==> src/rtl/mmio_axil_bridge_if.sv <==
// AXI4-Lite bundle for N_PORTS peripheral channels driven by mmio_axil_bridge.
// Port i occupies [32*i +: 32] of the address/data buses, [3*i +: 3] of the
// prot buses, [4*i +: 4] of wstrb, [2*i +: 2] of the resp buses and bit i of
// every valid/ready vector.
//   master : bridge side (drives addresses, data, valids, rready/bready)
//   slave  : peripheral side (drives readies, read data, responses)
interface mmio_axil_bridge_if #(
  parameter int unsigned N_PORTS = 2
) ();
  logic [N_PORTS*32-1:0] m_araddr;
  logic [N_PORTS*3-1:0]  m_arprot;
  logic [N_PORTS-1:0]    m_arvalid;
  logic [N_PORTS-1:0]    m_arready;
  logic [N_PORTS*32-1:0] m_rdata;
  logic [N_PORTS*2-1:0]  m_rresp;
  logic [N_PORTS-1:0]    m_rvalid;
  logic [N_PORTS-1:0]    m_rready;
  logic [N_PORTS*32-1:0] m_awaddr;
  logic [N_PORTS*3-1:0]  m_awprot;
  logic [N_PORTS-1:0]    m_awvalid;
  logic [N_PORTS-1:0]    m_awready;
  logic [N_PORTS*32-1:0] m_wdata;
  logic [N_PORTS*4-1:0]  m_wstrb;
  logic [N_PORTS-1:0]    m_wvalid;
  logic [N_PORTS-1:0]    m_wready;
  logic [N_PORTS*2-1:0]  m_bresp;
  logic [N_PORTS-1:0]    m_bvalid;
  logic [N_PORTS-1:0]    m_bready;

  modport master (
    output m_araddr, m_arprot, m_arvalid, input m_arready,
    input  m_rdata, m_rresp, m_rvalid, output m_rready,
    output m_awaddr, m_awprot, m_awvalid, input m_awready,
    output m_wdata, m_wstrb, m_wvalid, input m_wready,
    input  m_bresp, m_bvalid, output m_bready
  );

  modport slave (
    input  m_araddr, m_arprot, m_arvalid, output m_arready,
    output m_rdata, m_rresp, m_rvalid, input m_rready,
    input  m_awaddr, m_awprot, m_awvalid, output m_awready,
    input  m_wdata, m_wstrb, m_wvalid, output m_wready,
    output m_bresp, m_bvalid, input m_bready
  );
endinterface

==> src/rtl/mmio_axil_bridge.sv <==
// Bridge from the core's single-outstanding MMIO request port to N_PORTS
// AXI4-Lite master channels. The channel is picked by
// req_addr[SEL_LSB +: SEL_W]; select values >= N_PORTS answer with an error.
// Every AXI handshake wait is bounded by TIMEOUT cycles.
// Ports:
//   clk, rstn            clock, synchronous active-low reset
//   req_valid/req_ready  request handshake (ready only while idle)
//   req_we, req_addr, req_wdata, req_wstrb   request payload
//   resp_valid           one-cycle response pulse
//   resp_rdata, resp_err read data (0 on writes/errors), error flag
//   axi                  AXI4-Lite master bundle, one channel per port
module mmio_axil_bridge #(
  parameter int unsigned N_PORTS = 2,
  parameter int unsigned SEL_LSB = 16,
  parameter int unsigned SEL_W   = 3,
  parameter int unsigned TIMEOUT = 1023
) (
  input  logic        clk,
  input  logic        rstn,
  input  logic        req_valid,
  output logic        req_ready,
  input  logic        req_we,
  input  logic [31:0] req_addr,
  input  logic [31:0] req_wdata,
  input  logic [3:0]  req_wstrb,
  output logic        resp_valid,
  output logic [31:0] resp_rdata,
  output logic        resp_err,
  mmio_axil_bridge_if.master axi
);

  localparam int unsigned CNT_W = (TIMEOUT < 2) ? 1 : $clog2(TIMEOUT);

  typedef enum logic [2:0] {IDLE, RADDR, RDATA, WRITE, WRESP, RESP} state_t;

  state_t             state;
  logic [31:0]        addr_q;
  logic [31:0]        wdata_q;
  logic [3:0]         wstrb_q;
  logic [N_PORTS-1:0] sel_oh;
  logic [N_PORTS-1:0] arvalid_q, rready_q, awvalid_q, wvalid_q, bready_q;
  logic [CNT_W-1:0]   cnt;

  logic [SEL_W-1:0]   req_sel;
  logic [N_PORTS-1:0] req_oh;
  logic               req_unmapped;
  logic [31:0]        rdata_mux;
  logic [1:0]         rresp_mux, bresp_mux;
  logic               arready_hit, rvalid_hit, aw_hs, w_hs, bvalid_hit;
  logic               aw_pend, w_pend, tmo, abort_now;

  // Buses carry the latched request on every port; only the selected port
  // ever sees a valid or ready, so the others are don't-care.
  assign axi.m_araddr  = {N_PORTS{addr_q}};
  assign axi.m_awaddr  = {N_PORTS{addr_q}};
  assign axi.m_wdata   = {N_PORTS{wdata_q}};
  assign axi.m_wstrb   = {N_PORTS{wstrb_q}};
  assign axi.m_arprot  = '0;
  assign axi.m_awprot  = '0;
  assign axi.m_arvalid = arvalid_q;
  assign axi.m_rready  = rready_q;
  assign axi.m_awvalid = awvalid_q;
  assign axi.m_wvalid  = wvalid_q;
  assign axi.m_bready  = bready_q;

  always_comb begin
    req_sel = req_addr[SEL_LSB +: SEL_W];
    req_oh  = '0;
    for (int unsigned i = 0; i < N_PORTS; i++) begin
      if (32'(req_sel) == i) req_oh[i] = 1'b1;
    end
  end

  assign req_unmapped = (32'(req_sel) >= N_PORTS);

  always_comb begin
    rdata_mux = '0;
    rresp_mux = '0;
    bresp_mux = '0;
    for (int unsigned i = 0; i < N_PORTS; i++) begin
      if (sel_oh[i]) begin
        rdata_mux = rdata_mux | axi.m_rdata[32*i +: 32];
        rresp_mux = rresp_mux | axi.m_rresp[2*i +: 2];
        bresp_mux = bresp_mux | axi.m_bresp[2*i +: 2];
      end
    end
  end

  // Handshakes only count on the channel currently being driven.
  assign arready_hit = |(arvalid_q & axi.m_arready);
  assign rvalid_hit  = |(rready_q  & axi.m_rvalid);
  assign aw_hs       = |(awvalid_q & axi.m_awready);
  assign w_hs        = |(wvalid_q  & axi.m_wready);
  assign bvalid_hit  = |(bready_q  & axi.m_bvalid);
  assign aw_pend     = (|awvalid_q) && !aw_hs;
  assign w_pend      = (|wvalid_q)  && !w_hs;

  // cnt counts completed wait cycles; the TIMEOUT-th wait without progress aborts.
  assign tmo = (cnt == CNT_W'(TIMEOUT - 1));

  always_comb begin
    abort_now = 1'b0;
    if (tmo) begin
      case (state)
        RADDR:   abort_now = !arready_hit;
        RDATA:   abort_now = !rvalid_hit;
        WRITE:   abort_now = !aw_hs && !w_hs;
        WRESP:   abort_now = !bvalid_hit;
        default: abort_now = 1'b0;
      endcase
    end
  end

  always_ff @(posedge clk) begin
    if (!rstn) begin
      state      <= IDLE;
      req_ready  <= 1'b1;
      resp_valid <= 1'b0;
      resp_err   <= 1'b0;
      resp_rdata <= '0;
      addr_q     <= '0;
      wdata_q    <= '0;
      wstrb_q    <= '0;
      sel_oh     <= '0;
      arvalid_q  <= '0;
      rready_q   <= '0;
      awvalid_q  <= '0;
      wvalid_q   <= '0;
      bready_q   <= '0;
      cnt        <= '0;
    end else begin
      case (state)
        IDLE: begin
          if (req_valid) begin
            addr_q    <= req_addr;
            wdata_q   <= req_wdata;
            wstrb_q   <= req_wstrb;
            sel_oh    <= req_oh;
            cnt       <= '0;
            req_ready <= 1'b0;
            if (req_unmapped) begin
              state      <= RESP;
              resp_valid <= 1'b1;
              resp_err   <= 1'b1;
              resp_rdata <= '0;
            end else if (req_we) begin
              state     <= WRITE;
              awvalid_q <= req_oh;
              wvalid_q  <= req_oh;
            end else begin
              state     <= RADDR;
              arvalid_q <= req_oh;
            end
          end
        end
        RADDR: begin
          if (arready_hit) begin
            arvalid_q <= '0;
            rready_q  <= sel_oh;
            cnt       <= '0;
            state     <= RDATA;
          end else begin
            cnt <= cnt + 1'b1;
          end
        end
        RDATA: begin
          if (rvalid_hit) begin
            rready_q   <= '0;
            resp_err   <= |rresp_mux;
            resp_rdata <= (rresp_mux == 2'b00) ? rdata_mux : '0;
            resp_valid <= 1'b1;
            state      <= RESP;
          end else begin
            cnt <= cnt + 1'b1;
          end
        end
        WRITE: begin
          // AW and W retire independently; each handshake restarts the wait.
          if (aw_hs) awvalid_q <= '0;
          if (w_hs)  wvalid_q  <= '0;
          if (!aw_pend && !w_pend) begin
            bready_q <= sel_oh;
            cnt      <= '0;
            state    <= WRESP;
          end else if (aw_hs || w_hs) begin
            cnt <= '0;
          end else begin
            cnt <= cnt + 1'b1;
          end
        end
        WRESP: begin
          if (bvalid_hit) begin
            bready_q   <= '0;
            resp_err   <= |bresp_mux;
            resp_rdata <= '0;
            resp_valid <= 1'b1;
            state      <= RESP;
          end else begin
            cnt <= cnt + 1'b1;
          end
        end
        RESP: begin
          resp_valid <= 1'b0;
          resp_err   <= 1'b0;
          resp_rdata <= '0;
          req_ready  <= 1'b1;
          state      <= IDLE;
        end
        default: state <= IDLE;
      endcase

      // Timeout overrides whatever the waiting state would have done.
      if (abort_now) begin
        arvalid_q  <= '0;
        rready_q   <= '0;
        awvalid_q  <= '0;
        wvalid_q   <= '0;
        bready_q   <= '0;
        resp_valid <= 1'b1;
        resp_err   <= 1'b1;
        resp_rdata <= '0;
        state      <= RESP;
      end
    end
  end

endmodule
==> src/flat_wrapper.sv <==
// flat-port wrapper written by rule: the top's interface ports become plain ports
module mmio_axil_bridge_flat 
#(
  parameter int unsigned N_PORTS = 2,
  parameter int unsigned SEL_LSB = 16,
  parameter int unsigned SEL_W   = 3,
  parameter int unsigned TIMEOUT = 1023
)
  (clk, rstn, req_valid, req_ready, req_we, req_addr, req_wdata, req_wstrb, resp_valid, resp_rdata, resp_err, axi_m_araddr, axi_m_arprot, axi_m_arvalid, axi_m_arready, axi_m_rdata, axi_m_rresp, axi_m_rvalid, axi_m_rready, axi_m_awaddr, axi_m_awprot, axi_m_awvalid, axi_m_awready, axi_m_wdata, axi_m_wstrb, axi_m_wvalid, axi_m_wready, axi_m_bresp, axi_m_bvalid, axi_m_bready);
  mmio_axil_bridge_if #(.N_PORTS(N_PORTS)) axi_i ();
  input  logic clk;
  input  logic rstn;
  input  logic req_valid;
  output logic req_ready;
  input  logic req_we;
  input  logic [31:0] req_addr;
  input  logic [31:0] req_wdata;
  input  logic [3:0] req_wstrb;
  output logic resp_valid;
  output logic [31:0] resp_rdata;
  output logic resp_err;
  output wire logic [$bits(axi_i.m_araddr)-1:0] axi_m_araddr;
  output wire logic [$bits(axi_i.m_arprot)-1:0] axi_m_arprot;
  output wire logic [$bits(axi_i.m_arvalid)-1:0] axi_m_arvalid;
  input wire logic [$bits(axi_i.m_arready)-1:0] axi_m_arready;
  input wire logic [$bits(axi_i.m_rdata)-1:0] axi_m_rdata;
  input wire logic [$bits(axi_i.m_rresp)-1:0] axi_m_rresp;
  input wire logic [$bits(axi_i.m_rvalid)-1:0] axi_m_rvalid;
  output wire logic [$bits(axi_i.m_rready)-1:0] axi_m_rready;
  output wire logic [$bits(axi_i.m_awaddr)-1:0] axi_m_awaddr;
  output wire logic [$bits(axi_i.m_awprot)-1:0] axi_m_awprot;
  output wire logic [$bits(axi_i.m_awvalid)-1:0] axi_m_awvalid;
  input wire logic [$bits(axi_i.m_awready)-1:0] axi_m_awready;
  output wire logic [$bits(axi_i.m_wdata)-1:0] axi_m_wdata;
  output wire logic [$bits(axi_i.m_wstrb)-1:0] axi_m_wstrb;
  output wire logic [$bits(axi_i.m_wvalid)-1:0] axi_m_wvalid;
  input wire logic [$bits(axi_i.m_wready)-1:0] axi_m_wready;
  input wire logic [$bits(axi_i.m_bresp)-1:0] axi_m_bresp;
  input wire logic [$bits(axi_i.m_bvalid)-1:0] axi_m_bvalid;
  output wire logic [$bits(axi_i.m_bready)-1:0] axi_m_bready;
  assign axi_m_araddr = axi_i.m_araddr;
  assign axi_m_arprot = axi_i.m_arprot;
  assign axi_m_arvalid = axi_i.m_arvalid;
  assign axi_i.m_arready = axi_m_arready;
  assign axi_i.m_rdata = axi_m_rdata;
  assign axi_i.m_rresp = axi_m_rresp;
  assign axi_i.m_rvalid = axi_m_rvalid;
  assign axi_m_rready = axi_i.m_rready;
  assign axi_m_awaddr = axi_i.m_awaddr;
  assign axi_m_awprot = axi_i.m_awprot;
  assign axi_m_awvalid = axi_i.m_awvalid;
  assign axi_i.m_awready = axi_m_awready;
  assign axi_m_wdata = axi_i.m_wdata;
  assign axi_m_wstrb = axi_i.m_wstrb;
  assign axi_m_wvalid = axi_i.m_wvalid;
  assign axi_i.m_wready = axi_m_wready;
  assign axi_i.m_bresp = axi_m_bresp;
  assign axi_i.m_bvalid = axi_m_bvalid;
  assign axi_m_bready = axi_i.m_bready;
  mmio_axil_bridge #(.N_PORTS(N_PORTS), .SEL_LSB(SEL_LSB), .SEL_W(SEL_W), .TIMEOUT(TIMEOUT)) u_core (.clk(clk), .rstn(rstn), .req_valid(req_valid), .req_ready(req_ready), .req_we(req_we), .req_addr(req_addr), .req_wdata(req_wdata), .req_wstrb(req_wstrb), .resp_valid(resp_valid), .resp_rdata(resp_rdata), .resp_err(resp_err), .axi(axi_i));
endmodule
==> config.mk <==
export PLATFORM = sky130hd
export DESIGN_NAME = mmio_axil_bridge_flat
export DESIGN_NICKNAME = d
export VERILOG_FILES = /design/src/rtl/mmio_axil_bridge_if.sv /design/src/rtl/mmio_axil_bridge.sv /design/src/flat_wrapper.sv
export SDC_FILE = /design/constraint.sdc
export NUM_CORES = 1
export LEC_CHECK = 0
export CELL_PAD_IN_SITES_DETAIL_PLACEMENT = 0
export CELL_PAD_IN_SITES_GLOBAL_PLACEMENT = 1
export CORE_ASPECT_RATIO = 1.5
export CORE_UTILIZATION = 25
export DETAILED_ROUTE_END_ITERATION = 16
export GPL_TIMING_DRIVEN = 0
export PLACE_DENSITY_LB_ADDON = 0.1
export REMOVE_ABC_BUFFERS = 1
export SETUP_SLACK_MARGIN = 0.3
export SLEW_MARGIN = 30
export SYNTH_ARGS = -nofsm -noshare
export SYNTH_HDL_FRONTEND = slang
export SYNTH_SLANG_ARGS = --single-unit
==> constraint.sdc <==
create_clock -name clk -period 2 [get_ports clk]
set_input_delay 0.2 -clock clk [delete_from_list [all_inputs] [get_ports clk]]
set_output_delay 0.2 -clock clk [all_outputs]
set_load 0.02 [all_outputs]
---- Yosys cells after proc, flatten, opt, wreduce, memory -nomap -nowiden ----
Cells that the tools add are included.
storage, ports and cells
  input port bits ......................... 154
  flip-flop bits (word level) ............. 128
  word-level logic and storage cells ...... 160
  output and inout bits ................... 257
cells by class
  equal/unequal tests ..................... 26
  multiplexer cells ....................... 62
  reductions and logical operators ........ 45
  bitwise logic cells ..................... 9
  add/subtract/negate cells ............... 1
  $lt $le $gt $ge ......................... 1
operators by type and width
  operator               count
  $mux 32                7
  $pmux 32 s4            1
  $mux 10                6
  $pmux 10 s5            1
  $mux 2                 18
  $reduce_and 5->1       7
  $or 32x32->32          1
  $mux 3                 7
  $pmux 2 s2             5
  $reduce_or 2->1        10
  $ne 3x1->1 const B     5
  $pmux 3 s5             1
  $ne 2x1->1 const B     7
  $mux 1                 12
  $ne 2x2->1 const B     6
  $pmux 1 s4             3
  $add 10x1->10 const B  1
  $and 2x2->2            5
  $eq 10x10->1 const B   1
  $reduce_bool 2->1      5
  $reduce_bool 5->1      2
  $logic_not 1->1        7
  $eq 3x1->1 const B     2
  $eq 3x2->1 const B     2
  14 further kinds       22

---- Depth between registers and ports, before layout ----
  depth after elaboration ................. 9
  mapped depth ............................ 9
  mapped depth without buffers ............ 7

---- Least setup slack after synthesis ----
No wires, ideal clock.
  kind .................................... register -> register
  start ................................... reg u_core.cnt[1]
  end ..................................... reg u_core.rready_q[0], in the netlist u_core.axi.m_rready[0]
  setup time .............................. 0.117 ns
  path buffers ............................ 2
  stages on the path, launching flop included .. 9
  clock period less this slack ............ 1.845 ns
  slack ................................... 0.155 ns
  arrival time ............................ 1.729 ns
  data required time ...................... 1.883 ns
  path through ............................ dfxtp_1 > ha_1 > nand4_1 > or3_1 > a311oi_2 > nand2b_1 > buf_4 > buf_6 > nor2_1
on the way
  longest elaborated chain between the ends .. 3
ends and longest elaborated chain
  item                       line                     source
  from (decl)                mmio_axil_bridge.sv:42   logic [CNT_W-1:0] cnt;
  from (signal assigned)     mmio_axil_bridge.sv:163  cnt <= cnt + 1'b1;
  from (signal assigned)     mmio_axil_bridge.sv:174  cnt <= cnt + 1'b1;
  from (signal assigned)     mmio_axil_bridge.sv:188  cnt <= cnt + 1'b1;
  $eq 10x10->1               mmio_axil_bridge.sv:99   assign tmo = (cnt == CNT_W'(TIMEOUT - 1));
  $mux 1                     mmio_axil_bridge.sv:103  if (tmo) begin
  $reduce_or 2->1 (no line)  n/a
  to (signal assigned)       mmio_axil_bridge.sv:159  rready_q <= sel_oh;
  to (decl)                  mmio_axil_bridge.sv:41   logic [N_PORTS-1:0] arvalid_q, rready_q, awvalid_q, wvalid_q, bready_q;
Every way passes these cells.
A chain may end at the register's enable or synchronous reset.

---- Worst setup path in the final report ----
  start ................................... reg u_core.state[2]
  end ..................................... reg u_core.resp_rdata[19]
on the way
  longest elaborated chain between the ends .. 4
  elaborated cells on any way between the ends .. 16
  classes of those cells .................. eq/ne: 9; mux: 3; reduce/logical: 4
ends and longest elaborated chain
  item                                      line                                              source
  from (decl)                               mmio_axil_bridge.sv:36                            state_t state;
  from (signal assigned)                    mmio_axil_bridge.sv:116                           state <= IDLE;
  from (signal assigned)                    mmio_axil_bridge.sv:142                           state <= RESP;
  from (signal assigned)                    mmio_axil_bridge.sv:147                           state <= WRITE;
  $eq 3x3->1, or another cell as far along  mmio_axil_bridge.sv:104, mmio_axil_bridge.sv:132
  $pmux 1 s4                                mmio_axil_bridge.sv:104                           case (state)
  $mux 1                                    mmio_axil_bridge.sv:103
  $reduce_or 2->1 (no line)                 n/a
  to (signal assigned)                      mmio_axil_bridge.sv:170                           resp_rdata <= (rresp_mux == 2'b00) ? rdata_mux : '0;
  to (decl)                                 mmio_axil_bridge.sv:27                            output logic [31:0] resp_rdata,
Several ways; a longest one is shown, not always the timed one.

==> impl_metrics.tcl <==
set metrics [dict create \
    path_clk_slew_ns 0.06 \
    skew_ns 0.009070 \
    pin_count 411 \
    synthMuxAreaShare_pct 0.6126 \
    r2r_end "u_core.resp_rdata[19]" \
    crit_chain "buf_12, nor3b_4, buf_6, a32oi_4, a311oi_4, buf_6, nand2b_4, a21oi_2" \
    cts_max_level 4 \
    r2r_cells 8 \
    worst_pin_slew_ns 0.6115 \
    multi_input_area_um2 3274 \
    final_common_cell "clkdlybuf4s50_1" \
    min_path_type "primary input to register" \
    final_nets 1293 \
    antenna_cells 0 \
    critical_path_required_ns 2.30 \
    critical_path.max_stage_delay_ns 0.37 \
    drv_slew 0 \
    grt_max_degree 56 \
    wirelength_um 29440 \
    status "completed" \
    utilization_pct 45.60 \
    critPathKind "register to register" \
    die_area_um2 26810 \
    finalSetupTns_ns 0 \
    synthAdderAreaFrac_pct 0.3828 \
    synth_top_family_by_area "buffers and inverters" \
    fp-row-count 72 \
    initial_utilization_pct 25.37 \
    yosysWarnings 0 \
    crit_top_cell "buf_6" \
    drv_cap 0 \
    r2r-start "u_core.state[2]" \
    placedCellCount 1394 \
    drtAntennaViolNets 0 \
    synth-edff-count 0 \
    hold_viol_final 0 \
    cts_buffer_depth 2 \
    synth-async-reset-ratio_pct 0 \
    synthFlopType "dfxtp_1" \
    ir_worst_vdd_mv 0.6123 \
    first_pass_iters 4 \
    power_density_nw_per_um2 1141 \
    crit_path_max_fanout 6 \
    cts_sinks 128 \
    dp_hpwl_um 19450 \
    avgSynthCellArea_um2 7.885 \
    slew_headroom_pct 58.96 \
    path_delay_family "buffers and inverters" \
    route.detailed.drc 0 \
    setup_ws_ns 0.1249 \
    dpl_worst_slack_ns -0.5504 \
    hold_depth 2 \
    worstHoldStart "rstn" \
    synth-seq-cells 128 \
    r2r_setup_slack_ns 0.12 \
    max_freq_mhz 533.3 \
    seq_area_um2 2587 \
    fillerInstances 2651 \
    synthXorXnorAreaFrac_pct 0.5360 \
    mostFrequentLayoutCells "clkdlybuf4s50_1, nand2_1, dfxtp_1" \
    crit_slowest_cell "dfxtp_4" \
    worst-path-buf-inv 3 \
    endpoint_kind "register" \
    cp.arrival_ns 2.18 \
    rsz0062_at_grt "true" \
    grt_pass1_vias 6534 \
    vias 6826 \
    post-route-cell-area_um2 11750 \
    tritoncts "yes" \
    drive_gt1_share_pct 19.04 \
    ys_seq_area_share_pct 39.20 \
    cts_buffers 17 \
    place_area_um2 9843 \
    antenna_found_initial 1 \
    yosys.area_share.simple_pct 19.77 \
    core_area_um2 25760 \
    portBuffers 398 \
    fin_crit_sh_pct 93.76 \
    avgViaCountPerCell 4.603 \
    die_w_um 134.0 \
    grt_usage_pct 20.82 \
    hold_buffers 0 \
    grt-ovfl-total 0 \
    clk_latency_ns 0.42 \
    fin_crit_ns 1.875 \
    syn2layout_area_growth_pct 79.75 \
    die_y_um 200.0 \
    leakagePower_nw 5.481 \
    synthesis.area_um2 6536 \
    cp-start-kind "register" \
    avgRoutedWirePerCell_um 19.85 \
    ys_types 53 \
    setup_viol 0 \
    drt_iter0_markers 261 \
    min_to "u_core.req_ready" \
    place_congestion 0.7576 \
    stdcell_count 1483 \
    grt_pass1_wl_um 40740 \
    syn_inst 829 \
    synth_compound_area_share_pct 18.36 \
    cts-root-buf "clkbuf_16" \
]
==> cell families after synthesis <==
| logic type | after synthesis |
|---|---|
| AOI/OAI and AO/OA | 199 |
| other | 1 |
| buffers and inverters | 203 |
| DFF | 128 |
| and+or+nand+nor | 288 |
| xor gates and xnor gates | 4 |
| adders and majority gates | 2 |
| muxes | 4 |
==> worst max-delay path by stage <==
stage / start / endpoint / cells past startpoint
6_report: u_core.state[2] / u_core.resp_rdata[19] / 8
4_1_cts: u_core.state[1] / u_core.axi.m_wvalid[0] / 6
2_1_floorplan: u_core.state[2] / u_core.axi.m_awvalid[0] / 5
5_1_grt: u_core.state[2] / u_core.resp_rdata[28] / 8
3_5_place_dp: axi_m_arready[0] / u_core.state[1] / 6
3_3_place_gp: req_valid / u_core.axi.m_awvalid[0] / 6
==> final cells by class <==
cell class | count | share of cell area, %
tap | 333 | 3.546
sequential | 128 | 22.02
multi-input combinational | 522 | 27.87
timing repair buffer | 463 | 41.39
clock inverter | 14 | 1.331
clock buffer | 18 | 3.653
inverter | 5 | 0.1810
==> synth_stat cells, types with 2 or more instances <==
| library cell | count | area share, % |
|---|---|---|
| a211oi_1 | 5 | 0.57 |
| a22o_1 | 3 | 0.40 |
| clkbuf_2 | 3 | 0.23 |
| o22ai_1 | 2 | 0.19 |
| nand3_1 | 13 | 1.0 |
| clkbuf_1 | 32 | 1.8 |
| nor4_1 | 2 | 0.19 |
| nor3_1 | 2 | 0.15 |
| or3_1 | 36 | 3.4 |
| a21boi_0 | 3 | 0.34 |
| nor2_1 | 25 | 1.4 |
| dfxtp_1 | 128 | 39 |
| and2_1 | 2 | 0.19 |
| mux2i_1 | 4 | 0.61 |
| o21ai_0 | 15 | 1.1 |
| o21a_1 | 2 | 0.23 |
| nand4_1 | 4 | 0.38 |
| nor2b_1 | 5 | 0.48 |
| a22oi_1 | 39 | 4.5 |
| or3_2 | 3 | 0.34 |
| ha_1 | 2 | 0.38 |
| a21oi_1 | 116 | 8.9 |
| inv_1 | 5 | 0.29 |
| buf_4 | 146 | 17 |
| nand2_1 | 185 | 11 |
| buf_6 | 7 | 1.2 |
| buf_2 | 9 | 0.69 |
| nand2b_1 | 3 | 0.29 |
| xnor2_1 | 4 | 0.54 |
==> power breakdown <==
group | total (W) | switching (W) | leakage (nW) | internal (W)
sequential | 0.00339 | 0.000469 | 1.05 | 0.00292
combinational | 0.00689 | 0.00371 | 4.16 | 0.00318
clock | 0.00313 | 0.00128 | 0.274 | 0.00185
total | 0.0134 | 0.00545 | 5.48 | 0.00796
==> per-stage QoR <==
stage | hold slack (ns) | total power [W]
2_1_floorplan | 0.2718 | 0.005389
5_1_grt | 0.2520 | 0.01414
6_report | 0.2598 | 0.01341
3_5_place_dp | 0.4475 | 0.008695
4_1_cts | 0.3012 | 0.01284
3_3_place_gp | 0.4414 | 0.006599
==> flip-flops by register name, indices dropped and copies added, names as in the netlist, 3 cells and up <==
| register | cells |
|---|---|
| u_core.wstrb_q | 4 |
| u_core.state | 3 |
| u_core.resp_rdata | 32 |
| u_core.addr_q | 32 |
| u_core.cnt | 10 |
| u_core.wdata_q | 32 |
==> timing repair <==
| item | in CTS | in global routing |
|---|---|---|
| buffers inserted | 30 | 11 |
| hold endpoints to repair | 0 | 0 |
| cloned | 12 | 4 |
| setup endpoints to repair | 216 | 181 |
| gates resized for setup | 185 | 151 |
| pin swaps | 12 | 27 |
==> metal layers <==
layer  track usage [%]  vias up  share of wire, %
met5                 0        -             0.041
met4             6.908        2               1.7
met3             4.520       26               5.6
met2             38.84      281                53
met1             23.21     3204                40
li1                  -     3313                 -
(Power assumes the default switching activity.)
==> patch 1: new RTL, same settings <==
Put one more register stage on the output `resp_err`, without a reset. The value now appears one clock later. The other outputs are not delayed to match.
--- a/src/rtl/mmio_axil_bridge.sv
+++ b/src/rtl/mmio_axil_bridge.sv
@@ -34,4 +34,6 @@
   typedef enum logic [2:0] {IDLE, RADDR, RDATA, WRITE, WRESP, RESP} state_t;
 
+  logic resp_err_s0;
+
   state_t             state;
   logic [31:0]        addr_q;
@@ -117,5 +119,5 @@
       req_ready  <= 1'b1;
       resp_valid <= 1'b0;
-      resp_err   <= 1'b0;
+      resp_err_s0 <= 1'b0;
       resp_rdata <= '0;
       addr_q     <= '0;
@@ -142,5 +144,5 @@
               state      <= RESP;
               resp_valid <= 1'b1;
-              resp_err   <= 1'b1;
+              resp_err_s0 <= 1'b1;
               resp_rdata <= '0;
             end else if (req_we) begin
@@ -167,5 +169,5 @@
           if (rvalid_hit) begin
             rready_q   <= '0;
-            resp_err   <= |rresp_mux;
+            resp_err_s0 <= |rresp_mux;
             resp_rdata <= (rresp_mux == 2'b00) ? rdata_mux : '0;
             resp_valid <= 1'b1;
@@ -192,5 +194,5 @@
           if (bvalid_hit) begin
             bready_q   <= '0;
-            resp_err   <= |bresp_mux;
+            resp_err_s0 <= |bresp_mux;
             resp_rdata <= '0;
             resp_valid <= 1'b1;
@@ -202,5 +204,5 @@
         RESP: begin
           resp_valid <= 1'b0;
-          resp_err   <= 1'b0;
+          resp_err_s0 <= 1'b0;
           resp_rdata <= '0;
           req_ready  <= 1'b1;
@@ -218,5 +220,5 @@
         bready_q   <= '0;
         resp_valid <= 1'b1;
-        resp_err   <= 1'b1;
+        resp_err_s0 <= 1'b1;
         resp_rdata <= '0;
         state      <= RESP;
@@ -225,3 +227,7 @@
   end
 
+  always_ff @(posedge clk) begin
+    resp_err <= resp_err_s0;
+  end
+
 endmodule
Formal check against the unedited RTL: not equivalent (a bounded check fails within 4 cycles, from zero or initial values and one cycle with rstn low).
==> patch 1 against the original RTL <==
Via count up 2.6%; wire length rose by 1.7%; power up 2.0%; hold slack lost 0.031 ns; die area up 0.30%; synthesized area rose by 0.31%; sequential cell count increased by 1; sequential power rose by 1%; first-iteration DRC count is 38% higher; final area increased by 0.31%; worst setup slack got worse by 0.060 ns; critical path type unchanged; largest power group unchanged.
==> patch 1: results (changes against the original RTL) <==
outcome -> complete, no violations
WL final -> 29900 um (+1.7%)
Top delay family on crit path -> simple AND/OR/NAND/NOR gates
top cells by area, synth -> dfxtp_1 39%, buf_4 17%, nand2_1 11%
Vias/cell -> 4.68 (+1.7%)
met2 WL -> 15900 um (+2.6%)
clock network share of area -> 0.0520 (+0.00218)
post-CTS resize count -> 161 (-13%)
Leak Pwr -> 5.42 nW (-1.1%)
hold depth -> 2 (unchanged)
Seq area share -> 0.221 (+0.000383)
wire per inst -> 20.0 um (+0.82%)
share of layout cells above drive strength 1 -> 0.198 (+0.00733)
Post-Syn Area per Cell -> 7.90 um2 (+0.19%)
top layer in use -> met4
top post-synthesis cells by count -> 185 x nand2_1, 146 x buf_4, 129 x dfxtp_1
placed cells -> 1396 (+0.14%)
clk sink count -> 129 (+0.78%)
worst slew pin tran -> 0.652 ns (+0.0401 ns)
R2R cell count -> 7 (-1)
vias in the first global route -> 6744 (+3.2%)
routability cong. -> 0.734 (-3.1%)
DRT iter0 DRCs -> 361 (+38%)
fillers -> 2633 (-0.68%)
NonClk Buf Share -> 0.411 (-0.00308)
met3 usage -> 0.0445 (-0.000656)
Max Fanout on Critical Path -> 8 (+2)
initial antenna violation count -> 0 (-1)
CP arrival -> 2.24 ns (+0.06 ns)
worst slack, placed -> -0.569 ns (-0.0183 ns)
met3 WL -> 1860 um (+13%)
non-clock buffer count -> 472 (+1.9%)
Detailed Place HPWL -> 19400 um (-0.47%)
post-CTS setup buffer count -> 22 (-27%)
first-pass GRT wire length -> 42800 um (+5.1%)
largest net degree at the start of global routing -> 48 (-14%)
met2 Use GR -> 0.400 (+0.0111)
==> patch 1: cell types whose count changed after synthesis, sizes merged <==
cell | before | now
dfxtp | 128 | 129
==> patch 1: final timing paths <==
path,start,end,slack (ns)
max,u_core.state[0],u_core.resp_rdata[20],0.07
min,rstn,u_core.req_ready,0.23
max reg2reg,u_core.state[0],u_core.resp_rdata[20],0.07
min reg2reg,u_core.resp_err_s0,u_core.resp_err,0.35
==> patch 1: kinds of logic after synthesis <==
group	after synthesis	share of synthesized area
multiplexers	4	0.00611
AO/OA/AOI/OAI	199	0.183
other	1	0.000572
AND/OR/NAND/NOR	288	0.197
adder cells (fa/ha/maj)	2	0.00382
flip-flops	129	0.394
buffers and inverters	203	0.210
XOR/XNOR	4	0.00534
==> patch 1: power by group <==
group | switching (W) | internal (W)
clock network | 0.00124 | 0.00202
registers | 0.000483 | 0.00295
logic | 0.00377 | 0.00321
==> patch 2: new RTL, same flow settings <==
Made on the original files. `SEL_LSB` is set to 16 in 2 places; all go to 18.
--- a/src/rtl/mmio_axil_bridge.sv
+++ b/src/rtl/mmio_axil_bridge.sv
@@ -12,5 +12,5 @@
 module mmio_axil_bridge #(
   parameter int unsigned N_PORTS = 2,
-  parameter int unsigned SEL_LSB = 16,
+  parameter int unsigned SEL_LSB = 18,
   parameter int unsigned SEL_W   = 3,
   parameter int unsigned TIMEOUT = 1023
--- a/src/flat_wrapper.sv
+++ b/src/flat_wrapper.sv
@@ -3,5 +3,5 @@
 #(
   parameter int unsigned N_PORTS = 2,
-  parameter int unsigned SEL_LSB = 16,
+  parameter int unsigned SEL_LSB = 18,
   parameter int unsigned SEL_W   = 3,
   parameter int unsigned TIMEOUT = 1023
Formal check against the unedited RTL: not equivalent (Yosys sat finds a counterexample within 4 cycles, from zero or initial values and one cycle with rstn low).
==> patch 2 against the original RTL <==
Final area down 2.7%; synthesized area up 1.3%; wire length is 7.5% lower; power shrank 9.4%; global-route usage fell by 0.80 points; die area is 1.3% higher; clock power increased by 5%; worst setup slack better by 0.025 ns; sequential cell count is the same; critical path depth decreased by 1; critical path type unchanged; largest cell class unchanged; highest routed layer unchanged.
==> patch 2: results (changes against the original RTL) <==
Leak Pwr -> 5.39 nW (-1.7%)
Largest regs -> u_core.addr_q (32), u_core.resp_rdata (32), u_core.wdata_q (32)
slowest stage delay, CP -> 0.40 ns (+0.03 ns)
Primary FF master, synth -> dfxtp_1
PortBufs -> 398 (unchanged)
Top delay family on crit path -> simple AND/OR/NAND/NOR gates
gr usage total -> 0.200 (-0.00796)
DRT iter0 DRCs -> 343 (+31%)
R2R cell count -> 7 (-1)
drt pass-1 iters -> 4 (unchanged)
fillers -> 2636 (-0.57%)
register area share after synthesis -> 0.387 (-0.00518)
clk slew on worst S/H paths -> 0.06 ns (about the same)
Slowest-stage cell, CP -> or3b_4
CP arrival -> 2.17 ns
Total Nets Final -> 1275 (-1.4%)
Detailed Place HPWL -> 18800 um (-3.5%)
Num CTS Buffers -> 17 (unchanged)
hold depth -> 2 (unchanged)
CTS H-tree lvls -> 4 (unchanged)
placed cells -> 1387 (-0.50%)
Max Fanout on Critical Path -> 6 (unchanged)
largest net degree at the start of global routing -> 67 (+20%)
routability cong. -> 0.751 (-0.91%)
wire per inst -> 18.6 um (-6.4%)
post-layout min period -> 1.85 ns (-0.0252 ns)
CTS Buffer Depth -> 2 (unchanged)
top post-synthesis cells by count -> 191 x nand2_1, 144 x buf_4, 128 x dfxtp_1
Post-Syn Area per Cell -> 8.03 um2 (+1.8%)
Clock Skew -> 0.0122 ns (+0.00310 ns)
top cells by area, synth -> dfxtp_1 39%, buf_4 16%, nand2_1 11%
CTS Root Buffer Type -> clkbuf_16
vias in the first global route -> 6355 (-2.7%)
Vias/cell -> 4.59 (-0.23%)
distinct cell type count after synthesis -> 48 (-9.4%)
Vias -> 6732 (-1.4%)
Reg2Reg Setup Slack -> 0.15 ns (+0.03 ns)
share of layout cells above drive strength 1 -> 0.135 (-0.0553)
worst slack, placed -> -1.02 ns (-0.471 ns)
ys async rst share -> 0 (unchanged)
VDD IR-drop max -> 0.664 mV (+8.5%)
first-pass GRT wire length -> 40200 um (-1.4%)
outcome -> complete, no violations
Ys Warns -> 0 (unchanged)
worst-skew pair later-pin latency -> 0.43 ns
Relative slew margins -> 0.603 (+0.0137)
initial antenna violation count -> 2 (+1)
worst hold path type -> input port to register
==> patch 2: changes by cell type after synthesis, sizes merged, moves of 4 or more <==
cell / change
buf: -6
a21boi: +70
nand2: +6
clkbuf: +4
nand3: -5
a21oi: -67
==> patch 2: worst paths after layout <==
kind                                            start                     to
worst max-delay path                  u_core.state[2]  u_core.resp_rdata[20]
worst min-delay path                             rstn       u_core.sel_oh[0]
worst max register to register        u_core.state[2]  u_core.resp_rdata[20]
worst min register to register  u_core.resp_rdata[29]  u_core.resp_rdata[29]
==> patch 2: worst register-to-register path, stage by stage, from the launching register on <==
cell       delay [ns]
dfxtp_4          0.37
buf_6            0.14
buf_6            0.11
or3b_4           0.40
o2bb2ai_4        0.19
o311a_4          0.25
nand2b_4         0.23
a21oi_1          0.05
==> patch 2: power breakdown <==
| group | internal, W | leakage [nW] | switching (W) |
|---|---|---|---|
| sequential | 0.00290 | 1.05 | 0.000412 |
| combinational | 0.00256 | 4.05 | 0.00300 |
| clock | 0.00202 | 0.291 | 0.00125 |
| total | 0.00748 | 5.39 | 0.00467 |
==> patch 2: area by class of cell <==
class / count / area [um2] / area share
clock buffers: 19 / 453 / 0.0396
repair buffers: 449 / 4580 / 0.400
diodes: 1 / 2.50 / 0.000219
inverters: 3 / 11.3 / 0.000985
clock inverters: 13 / 161 / 0.0141
multi-input cells: 520 / 3230 / 0.282
flip-flops and latches: 128 / 2580 / 0.226
well taps: 333 / 417 / 0.0364
==> patch 2: kinds of logic after synthesis <==
logic type               Yosys count  share of synthesized area
AND/OR/NAND/NOR                  289                      0.193
adder cells (fa/ha/maj)            2                    0.00378
buffers and inverters            199                      0.197
AO/OA/AOI/OAI                    197                      0.206
XOR/XNOR                           6                    0.00793
multiplexers                       3                    0.00453
other                              1                   0.000566
flip-flops                       128                      0.387
==> patch 2: timing repair <==
item / in CTS / in global routing
cloned: 13 / 0
setup buffers: 31 / 2
pin swaps: 30 / 5
setup endpoints to repair: 198 / 205
resized for setup: 150 / 99
==> patch 2: layer usage <==
metal	global-route usage	wire (um)	up-vias
li1	-	-	3244
met3	0.0605	2250	28
met2	0.365	14500	317
met1	0.221	10100	3141
met5	0	9	-
met4	0.0546	368	2
==> patch 2: through the flow <==
step | total power [W] | cell area [um2] | setup TNS (ns) | hold WS, ns
finish | 0.0121 | 11400 | 0 | 0.157
global route | 0.0128 | 11400 | 0 | 0.141
CTS | 0.0123 | 11200 | 0 | 0.136
detailed placement | 0.00822 | 9930 | -55.99 | 0.447
global placement | 0.00622 | 9770 | -830.46 | 0.441
floorplan | 0.00506 | 5370 | -348.56 | 0.322
